--- src/rtl/lut_fifo64x8.sv ---
// lut_fifo64x8: 64x8 FIFO built from distributed RAM plus a registered head word
module lut_fifo64x8 (
    input  logic       clk,
    input  logic       rst,
    input  logic       clear,
    input  logic [7:0] in_data,
    input  logic       in_valid,
    output logic       in_ready,
    output logic [7:0] out_data,
    output logic       out_valid,
    input  logic       out_ready,
    output logic [6:0] count
);
    logic [7:0] mem [64];
    logic [5:0] wp;
    logic [5:0] rp;
    logic [6:0] ram_count;
    logic       push;
    logic       pop;
    logic       load;

    // count[6] is set only at exactly 64 entries, so it doubles as the full flag
    assign in_ready  = !count[6] && !clear;
    assign push      = in_valid && in_ready;
    assign pop       = out_valid && out_ready;
    assign ram_count = count - {6'd0, out_valid};
    // refill the head register whenever it is empty or being consumed and RAM has data
    assign load      = (ram_count != 7'd0) && (!out_valid || pop);

    // RAM write port; contents are never reset, pointers define what is valid
    always_ff @(posedge clk) begin
        if (push) mem[wp] <= in_data;
    end

    // pointers, occupancy and head register; clear overrides any transfer
    always_ff @(posedge clk or posedge rst) begin
        if (rst) begin
            wp        <= 6'd0;
            rp        <= 6'd0;
            count     <= 7'd0;
            out_valid <= 1'b0;
            out_data  <= 8'h00;
        end else if (clear) begin
            wp        <= 6'd0;
            rp        <= 6'd0;
            count     <= 7'd0;
            out_valid <= 1'b0;
        end else begin
            if (push) wp <= wp + 6'd1;
            if (load) begin
                out_data <= mem[rp];
                rp       <= rp + 6'd1;
            end
            out_valid <= load || (out_valid && !pop);
            count     <= count + {6'd0, push} - {6'd0, pop};
        end
    end
endmodule

--- config.mk ---
export PLATFORM = sky130hd
export DESIGN_NAME = lut_fifo64x8
export DESIGN_NICKNAME = d
export VERILOG_FILES = /design/src/rtl/lut_fifo64x8.sv
export SDC_FILE = /design/constraint.sdc
export NUM_CORES = 1
export LEC_CHECK = 0
export ABC_AREA = 1
export BUFFER_PORTS_ARGS = -buffer_cell sky130_fd_sc_hd__buf_4
export CAP_MARGIN = 30
export CORE_ASPECT_RATIO = 1.5
export CORE_MARGIN = 4
export CORE_UTILIZATION = 40
export CTS_CLUSTER_SIZE = 40
export DETAILED_ROUTE_END_ITERATION = 10
export PLACE_DENSITY = 0.65
export SETUP_SLACK_MARGIN = 0.05
export SLEW_MARGIN = 5
export SYNTH_ARGS = -nofsm -noshare
export SYNTH_HDL_FRONTEND = slang
export SYNTH_SLANG_ARGS = --single-unit
--- constraint.sdc ---
create_clock -name clk -period 3.5 [get_ports clk]
set_clock_uncertainty 0.15 [all_clocks]
set_input_delay 0.35 -clock clk [delete_from_list [all_inputs] [get_ports clk]]
set_output_delay 0.35 -clock clk [all_outputs]
set_load 0.03 [all_outputs]
==> results of run 1 <==
[through the flow]
stage | power [uW] | hold WS (ns) | utilization | setup WS [ns]
floorplan | 9720 | 0.265 | - | 0.329
global placement | 10800 | 0.350 | 0.428 | 0.500
detailed placement | 10800 | 0.381 | 0.429 | 0.536
CTS | 16000 | 0.0601 | 0.457 | 0.563
global route | 16700 | 0.0768 | 0.457 | 0.304
finish | 15900 | 0.0554 | 0.457 | 0.568
[worst max-delay path, cell delays in order]
cell           delay (ns)
dlygate4sd3_1        0.53
buf_4                0.15
nor2_1               0.14
nand2_1              0.21
ha_1                 0.35
inv_1                0.06
ha_1                 0.16
inv_1                0.06
fa_1                 0.43
nor2_1               0.11
o21ai_0              0.10
a21oi_1              0.19
nor2_1               0.06
nor2_1               0.12
o21ai_0              0.09
nand2_1              0.07
nor2_1               0.04
[cell type report]
| type | instances | area (um^2) | area share |
|---|---|---|---|
| sequential | 540 | 16100 | 0.619 |
| multi-input combinational | 1394 | 5930 | 0.228 |
| clock buffer | 60 | 1310 | 0.0504 |
| tap | 763 | 955 | 0.0367 |
| timing repair buffer | 112 | 953 | 0.0367 |
| inverter | 132 | 502 | 0.0193 |
| clock inverter | 30 | 250 | 0.00963 |
[cell families (layout without fill, tap and decap cells)]
kind of cell,count (synthesis),after routing,share of synthesized area
XOR/XNOR,4,4,0.00152
AO/OA/AOI/OAI,138,138,0.0303
flip-flops,540,540,0.697
adder cells (fa/ha/maj),19,19,0.0106
AND/OR/NAND/NOR,1233,1233,0.215
buffers and inverters,241,334,0.0462
[power breakdown]
part | internal (uW) | switching [uW] | leakage [uW]
combinational | 993 | 2310 | 0.00431
sequential | 7190 | 198 | 0.00496
clock | 2960 | 2300 | 0.000757
[worst max path at each step]
stage	startpoint	endpoint	slack [ns]	depth (start not counted)
after floorplan	count[6]	count[6]	0.33	15
after global placement	clear	count[6]	0.50	16
after detailed placement	clear	count[6]	0.54	16
after CTS	count[6]	count[6]	0.56	15
after global routing	count[6]	count[6]	0.30	15
final	clear	count[6]	0.57	17
[registers in the layout, summed over array words and instances, names as in the netlist]
name and cells:
out_valid 1, out_data 8, rp 6, count 7, wp 6, mem 512
[metal layers]
metal  part of all wire  wire, um
met5                  0         0
met4              0.057      3270
met3              0.046      2660
met2               0.52     29700
met1               0.38     21700
[placed cells by master, fill, tap and decap left out, types with 2 or more instances in the layout]
cell and count:
dlygate4sd3_1 2, inv_1 125, clkbuf_1 9, dfrtp_4 2
nand3b_1 2, a21oi_1 43, o22ai_1 2, clkinvlp_4 4
buf_4 102, clkinv_2 11, edfxtp_1 512, inv_6 2
bufinv_16 4, clkinv_1 16, nor3_1 10, dfrtp_1 26
clkbuf_16 51, ha_1 18, xor2_1 3, o21ai_0 91
nand3_1 235, buf_12 7, nor2_1 272, nand2_1 710
or2_2 3
==> impl_metrics.json, run 1 <==
{
  "first_global_vias": 15300,
  "hp-start": "out_ready",
  "rrSetupSlack_ns": 0.58,
  "insertion_delay_ns": 0.57,
  "vias_per_cell": 5.10,
  "worst_pin_slew_ns": 1.03,
  "drt_iter0_markers": 1271,
  "rows": 107,
  "ioPinCount": 30,
  "synth_top_cells_by_area": "edfxtp_1 67%, nand2_1 12%, nand3_1 5.1%",
  "synth_area_per_cell_um2": 10.6,
  "synth_top_area_share": 0.666,
  "rsz0062_at_grt": "false",
  "instances_no_fill": 3031,
  "ys_ff_latch": 540,
  "nFillCells": 5143,
  "via_count": 15400,
  "htreeDepth": 2,
  "synthFlopType": "edfxtp_1",
  "slew_headroom": 0.314,
  "grt_antenna_before_repair": 0,
  "cp.required_ns": 3.80,
  "post-cts-setup-buffer-count": 0,
  "routed_wl_mm": 57.3,
  "track_usage": 0.185,
  "wire_per_inst_um": 18.9,
  "syn-cell-area_mm2": 0.0231,
  "ys_types": 28,
  "grt_pass1_wl_mm": 88.3,
  "slew_violations": 0,
  "diodes": 0,
  "first_pass_iters": 5,
  "dieWidth_um": 204,
  "cts.sinks": 540,
  "vdd_ir_drop_max_v": 0.000418,
  "overflow": 0,
  "yosysWarnings": 0,
  "power_density_mw_per_mm2": 613,
  "numCtsBuffers": 49,
  "min_to": "out_valid",
  "min_path_type": "input pin to flip-flop",
  "yosysSeqAreaShare": 0.697,
  "synthArstFlopShare": 0.0519,
  "cts_tree": "done",
  "area_growth_pct": 12.6,
  "cts_resized": 0,
  "cp-start-kind": "input pin",
  "fmax_mhz": 341,
  "timing.rr.end": "count[6]",
  "drc": 0,
  "worst-setup-path-type": "input pin to flip-flop",
  "post-route-period-util": 0.838,
  "dpl_cell_area_mm2": 0.0244,
  "synth_common_cells": "710 x nand2_1, 512 x edfxtp_1, 272 x nor2_1",
  "dp_hpwl_mm": 34.4,
  "p_leak_uw": 0.0100,
  "worstRegToRegCells": 15,
  "syn_inst": 2175,
  "regToRegStartpoint": "count[6]",
  "setup_viol": 0,
  "placed_cells": 2939,
  "final_area_mm2": 0.0260,
  "status": "complete, no violations",
  "gp_congestion": 0.861,
  "worstPathMaxFanout": 7,
  "min_period_ns": 2.93,
  "hold_depth": 4,
  "core_mm2": 0.0569,
  "totalNegativeSetupSlack_ns": 0,
  "fin_nets": 2261,
  "drv_cap": 0,
  "drive_gt1_frac": 0.0825,
  "die_area_mm2": 0.0617,
  "synth_area_leader_cell": "edfxtp_1",
  "fp.dieH_um": 302,
  "gr-usage-met2": 0.331,
  "grtUsageMet1": 0.220,
  "endpoint_kind": "flip-flop",
  "drtAntennaViolNets": 0,
  "synth_edf_count": 512,
  "met3_usage": 0.0179,
  "initial_utilization": 0.405,
  "cts_root_buf": "clkbuf_16",
  "synth_nets": 2207,
  "cts_buffer_depth": 3,
  "cp.arrival_ns": 3.23,
  "clk_pin_slew_ns": 0.06,
  "yosysMostFrequentCell": "nand2_1",
  "grt_start_max_net_pins": 146,
  "final_hold_viol_count": 0,
  "holdBufCountCts": 2,
  "grt-busiest-layer": "met2",
  "portBuffers": 29
}
(Power assumes the default switching activity.)
==> inputs of run 2 (changes only) <==
--- a/config.mk
+++ b/config.mk
@@ -5,7 +5,7 @@
 export SDC_FILE = /design/constraint.sdc
 export NUM_CORES = 1
 export LEC_CHECK = 0
-export ABC_AREA = 1
+export ABC_AREA = 0
 export BUFFER_PORTS_ARGS = -buffer_cell sky130_fd_sc_hd__buf_4
 export CAP_MARGIN = 30
 export CORE_ASPECT_RATIO = 1.5
@@ -13,7 +13,7 @@
 export CORE_UTILIZATION = 40
 export CTS_CLUSTER_SIZE = 40
 export DETAILED_ROUTE_END_ITERATION = 10
-export PLACE_DENSITY = 0.65
+export PLACE_DENSITY = 0.67
 export SETUP_SLACK_MARGIN = 0.05
 export SLEW_MARGIN = 5
 export SYNTH_ARGS = -nofsm -noshare
==> constraint.sdc (replaced) <==
create_clock -name clk -period 2.66 [get_ports clk]
set_clock_uncertainty 0.15 [all_clocks]
set_input_delay 0.266 -clock clk [delete_from_list [all_inputs] [get_ports clk]]
set_output_delay 0.266 -clock clk [all_outputs]
set_load 0.03 [all_outputs]
==> impl_metrics.json, run 2 <==
{
  "grt_pass1_wl_mm": 75.6,
  "dp_hpwl_mm": 32.8,
  "fin_nets": 1373,
  "cp_common_cell": "mux2i_1",
  "syn-cell-area_mm2": 0.0216,
  "cp-start-kind": "flip-flop",
  "regArea_mm2": 0.0161,
  "setup_viol": 1,
  "setup_ws_ns": -0.0261,
  "min_path_type": "input pin to flip-flop",
  "slew_violations": 0,
  "dieWidth_um": 198,
  "portBuffers": 29,
  "area_growth_pct": 18.7,
  "drc": 0,
  "layout_commonest_cell": "edfxtp_1",
  "synthFlopType": "edfxtp_1",
  "p_leak_uw": 0.00845,
  "cts.sinks": 540,
  "cts_root_buf": "clkbuf_16",
  "cp.required_ns": 2.95,
  "diodes": 0,
  "rows": 104,
  "status": "complete, but fails checks",
  "die_area_mm2": 0.0578,
  "hp-start": "clear",
  "synth_edf_count": 512,
  "routed_wl_mm": 50.1,
  "cts_tree": "done",
  "drtAntennaViolNets": 0,
  "power_density_mw_per_mm2": 830,
  "layout_common_cells": "512 x edfxtp_1, 195 x buf_4, 106 x nor2_1",
  "multi_input_area_mm2": 0.00536,
  "path_buf_inv": 2,
  "initial_utilization": 0.403,
  "largest_register_ffs": 512,
  "synth_area_per_cell_um2": 18.9,
  "insertion_delay_ns": 0.56,
  "drive_gt1_frac": 0.311,
  "cp.arrival_ns": 2.98,
  "final_hold_viol_count": 0,
  "yosysSeqAreaShare": 0.744,
  "vias_per_cell": 5.46,
  "place_ws_ns": -0.287,
  "overflow": 0,
  "synth_common_cells": "512 x edfxtp_1, 106 x nor2_1, 104 x mux4_2",
  "syn_inst": 1140,
  "wire_per_inst_um": 24.3,
  "yosysMostFrequentCell": "edfxtp_1",
  "synth_area_leader_cell": "edfxtp_1",
  "nFillCells": 4375,
  "slowest_stage": "dfrtp_4",
  "cp-startpoint": "rp[1]",
  "grt_start_max_net_pins": 65,
  "first_global_vias": 11900,
  "slew_headroom": 0.404,
  "rsz0062_at_grt": "true",
  "cpPeakStageDelay_ns": 0.52,
  "synthArstFlopShare": 0.0519,
  "core_mm2": 0.0536,
  "synth_top_cells_by_area": "edfxtp_1 71%, mux4_2 11%, mux2i_1 3.7%",
  "top_register": "mem",
  "fp.dieH_um": 293,
  "yosysWarnings": 0,
  "vdd_ir_drop_max_v": 0.000781,
  "htreeDepth": 2,
  "cts_buffer_depth": 3,
  "synth_nets": 1172,
  "drv_cap": 0,
  "ioPinCount": 30,
  "synth_top_area_share": 0.712,
  "endpoint_kind": "flip-flop",
  "via_count": 11300,
  "worst-setup-path-type": "flip-flop to flip-flop",
  "final_area_mm2": 0.0256,
  "post-route-period-util": 1.01,
  "violations": "setup timing",
  "drt_iter0_markers": 1081,
  "path_cells": "buf_8, mux4_2, mux2i_1, nor2_1, a2111oi_4, buf_4, nor3_1, a31oi_1, mux2i_1",
  "min_period_ns": 2.69,
  "reg_top3": "mem: 512 flops, out_data: 8 flops, count: 7 flops",
  "regToRegStartpoint": "rp[1]",
  "grt_antenna_before_repair": 0,
  "worstPathMaxFanout": 6,
  "fmax_mhz": 372,
  "dpl_cell_area_mm2": 0.0238,
  "crit_family": "multiplexers",
  "numCtsBuffers": 46,
  "worst_pin_slew_ns": 0.892,
  "ys_ff_latch": 540,
  "track_usage": 0.174,
  "first_pass_iters": 5,
  "clk_pin_slew_ns": 0.07,
  "gp_congestion": 0.820,
  "ys_types": 51
}
## run 2: cell count changes after synthesis, moves of 12 or more
cell / change
nand2_1: -683
mux2i_1: +80
inv_1: -103
buf_2: -15
a21oi_1: -29
mux4_2: +104
nand3_1: -214
nor2_1: -166
nor2b_1: +12
o21ai_0: -75
## run 2: kinds of logic after synthesis
group / share of synthesized area
flip-flops: 0.744
XOR/XNOR: 0.00649
AND/OR/NAND/NOR: 0.0422
adder cells (fa/ha/maj): 0.0114
AO/OA/AOI/OAI: 0.0297
multiplexers: 0.149
buffers and inverters: 0.0165
## run 2: cell type report
class	instances	area share
clock inverters	26	0.0100
well taps	689	0.0336
inverters	22	0.00351
clock buffers	53	0.0467
multi-input cells	518	0.209
flip-flops and latches	540	0.627
repair buffers	213	0.0696
## run 2: worst register-to-register path: stages, from the launching register on
cell       delay, ns
dfrtp_4         0.52
buf_8           0.17
mux4_2          0.52
mux2i_1         0.18
nor2_1          0.10
a2111oi_4       0.35
buf_4           0.17
nor3_1          0.06
a31oi_1         0.22
mux2i_1         0.12
## run 2: per-layer routing
| layer | vias up | track usage | part of all wire |
|---|---|---|---|
| met2 | 373 | 0.311 | 0.54 |
| met4 | 0 | 0.0716 | 0.042 |
| met5 | - | 0 | 0 |
| li1 | 4962 | - | - |
| met3 | 100 | 0.0204 | 0.048 |
| met1 | 5818 | 0.213 | 0.37 |
## run 2: worst paths after layout
path	slack [ns]	to	cells after the start
min reg2reg	0.40	out_data[5]	2
max in group asynchronous	1.39	wp[2]	4
min	0.02	count[6]	3
max reg2reg	-0.03	out_data[6]	9
min in group asynchronous	0.30	out_data[2]	3
max	-0.03	out_data[6]	9
## run 2: power breakdown
part	internal [uW]	total [uW]	switching, uW
logic	2470	5010	2530
clock network	3710	6630	2930
registers	9460	9650	182
total	15600	21300	5640
## run 2: per-stage QoR
stage	TNS, ns	utilization	std cells	hold WS [ns]	total power (uW)
after floorplan	-0.610	-	1140	0.181	12700
after global placement	-0.674	0.445	1968	0.346	14400
after detailed placement	-1.09	0.445	1968	0.351	14500
after CTS	0	0.476	2058	0.0170	21300
after global routing	-1.08	0.478	2061	0.0331	22100
final	-0.0261	0.478	2061	0.0234	21300
## run 2: what timing repair did
item                                    in CTS  in global routing
gates cloned                                 0                  1
buffers inserted                             9                  2
hold buffers                                 2                  0
endpoints found under the setup margin      13                 15
gates resized for setup                     37                 16
pin swaps                                    0                 13
endpoints found under the hold margin       21                  0
==> inputs of run 3 (changes only) <==
--- a/config.mk
+++ b/config.mk
@@ -14,6 +14,7 @@
 export CTS_CLUSTER_SIZE = 40
 export DETAILED_ROUTE_END_ITERATION = 10
 export PLACE_DENSITY = 0.67
+export RECOVER_POWER = 100
 export SETUP_SLACK_MARGIN = 0.05
 export SLEW_MARGIN = 5
 export SYNTH_ARGS = -nofsm -noshare
==> impl_metrics.json, run 3 (synthesis results as in run 2) <==
{
  "status": "complete, but fails checks",
  "violations": "capacitance limit, slew limit, setup timing",
  "layout_common_cells": "512 x edfxtp_1, 106 x nor2_1, 104 x mux4_2",
  "worst_pin_slew_ns": 1.57,
  "setup_ws_ns": -0.0175,
  "area_growth_pct": 17.4,
  "cp.arrival_ns": 2.97,
  "worstPathMaxFanout": 6,
  "nFillCells": 4447,
  "overflow": 0,
  "slew_violations": 65,
  "drtAntennaViolNets": 0,
  "grt_start_max_net_pins": 65,
  "cts_root_buf": "clkbuf_16",
  "setup_viol": 1,
  "dp_hpwl_mm": 32.8,
  "vdd_ir_drop_max_v": 0.000686,
  "htreeDepth": 2,
  "fin_util": 0.473,
  "power_density_mw_per_mm2": 834,
  "slew_headroom": -0.0493,
  "drive_gt1_frac": 0.289,
  "cp-start-kind": "flip-flop",
  "ioPinCount": 30,
  "via_count": 11300,
  "worst-setup-path-type": "flip-flop to flip-flop",
  "fp.dieH_um": 293,
  "wire_per_inst_um": 24.3,
  "portBuffers": 29,
  "first_global_vias": 11900,
  "gp_congestion": 0.820,
  "top_register": "mem",
  "final_hold_viol_count": 0,
  "initial_utilization": 0.403,
  "die_area_mm2": 0.0578,
  "clk_pin_slew_ns": 0.07,
  "p_sw_frac": 0.266,
  "track_usage": 0.174,
  "cts.sinks": 540,
  "power.internal_uw": 15500,
  "cp_common_cell": "mux2i_1",
  "slowest_stage": "dfrtp_4",
  "placed_cells": 1968,
  "drv_cap": 1,
  "routed_wl_mm": 50.0,
  "drc": 0,
  "core_mm2": 0.0536,
  "holdWs_ns": 0.0188,
  "p_leak_uw": 0.00829,
  "cts_buffer_depth": 3,
  "regArea_mm2": 0.0161,
  "fin_nets": 1373,
  "min_period_ns": 2.68,
  "fmax_mhz": 373,
  "combinationalPowerShare": 0.231,
  "rows": 104,
  "insertion_delay_ns": 0.57,
  "vias_per_cell": 5.46,
  "drt_iter0_markers": 1150,
  "path_buf_inv": 2,
  "reg_top3": "mem: 512 flops, out_data: 8 flops, count: 7 flops",
  "p_seq_frac": 0.456,
  "min_path_type": "input pin to flip-flop",
  "layout_commonest_cell": "edfxtp_1",
  "cts_tree": "done",
  "cp.required_ns": 2.95,
  "clkPwrFrac": 0.313,
  "largest_register_ffs": 512,
  "path_cells": "buf_8, mux4_2, mux2i_1, nor2_1, a2111oi_4, buf_4, nor3_1, a31oi_1, mux2i_1",
  "rsz0062_at_grt": "true",
  "crit_family": "multiplexers",
  "instances_no_fill": 2061,
  "numCtsBuffers": 46,
  "grt_antenna_before_repair": 0,
  "first_pass_iters": 5,
  "multi_input_area_mm2": 0.00535,
  "grt_pass1_wl_mm": 75.6,
  "post-route-period-util": 1.01,
  "place_ws_ns": -0.287,
  "diodes": 0,
  "switchingPower_uw": 5620,
  "dieWidth_um": 198,
  "endpoint_kind": "flip-flop",
  "cpPeakStageDelay_ns": 0.53
}
[run 3: repair_timing]
item / CTS / global route
endpoints found under the setup margin: 13 / 15
pin swaps: 0 / 13
gates cloned: 0 / 1
hold buffers: 2 / 0
buffers inserted: 9 / 2
endpoints found under the hold margin: 21 / 0
gates resized for setup: 37 / 16
[run 3: final cells by class]
cell class	instances	share of cell area
Clock inverter	26	0.0101
Multi-Input combinational cell	518	0.211
Tap cell	689	0.0340
Clock buffer	53	0.0473
Timing Repair Buffer	213	0.0595
Inverter	22	0.00355
Sequential cell	540	0.634
[run 3: per-stage QoR]
stage | instance area (um^2) | setup TNS (ns) | power, uW
global route | 25400 | -1.61 | 22000
finish | 25400 | -0.0175 | 21200
CTS | 25500 | 0 | 21300
detailed placement | 23800 | -1.09 | 14500
floorplan | 21600 | -0.610 | 12700
global placement | 23800 | -0.674 | 14400
[run 3: power groups by stage]
stage	clock network, uW	registers [uW]	logic [uW]
floorplan	0	9940	2770
global placement	0	9830	4610
detailed placement	0	9830	4680
CTS	6750	9640	4900
global route	7090	9660	5260
finish	6620	9650	4890
[run 3: final timing paths]
check	startpoint	endpoint	slack [ns]	cells after the start
max in group asynchronous	rst	wp[2]	1.15	4
min in group asynchronous	rst	count[0]	0.30	3
worst min-delay path	clear	count[6]	0.02	3
worst min register to register	out_data[5]	out_data[5]	0.40	2
worst max-delay path	rp[1]	out_data[6]	-0.02	9
worst max register to register	rp[1]	out_data[6]	-0.02	9
[run 3: metal layers]
| layer | share of wire | GRT usage | vias up |
|---|---|---|---|
| met4 | 0.044 | 0.0716 | 0 |
| li1 | - | - | 4965 |
| met1 | 0.37 | 0.213 | 5817 |
| met2 | 0.54 | 0.311 | 362 |
| met3 | 0.049 | 0.0204 | 110 |
| met5 | 0 | 0 | - |
[run 3: worst reg2reg max path, delay by kind of cell, from the launching register on]
| family | cells | cell delay [ns] |
|---|---|---|
| AOI/OAI and AO/OA | 2 | 0.56 |
| buffers and inverters | 2 | 0.34 |
| DFF | 1 | 0.53 |
| muxes | 3 | 0.82 |
| and+or+nand+nor | 2 | 0.16 |
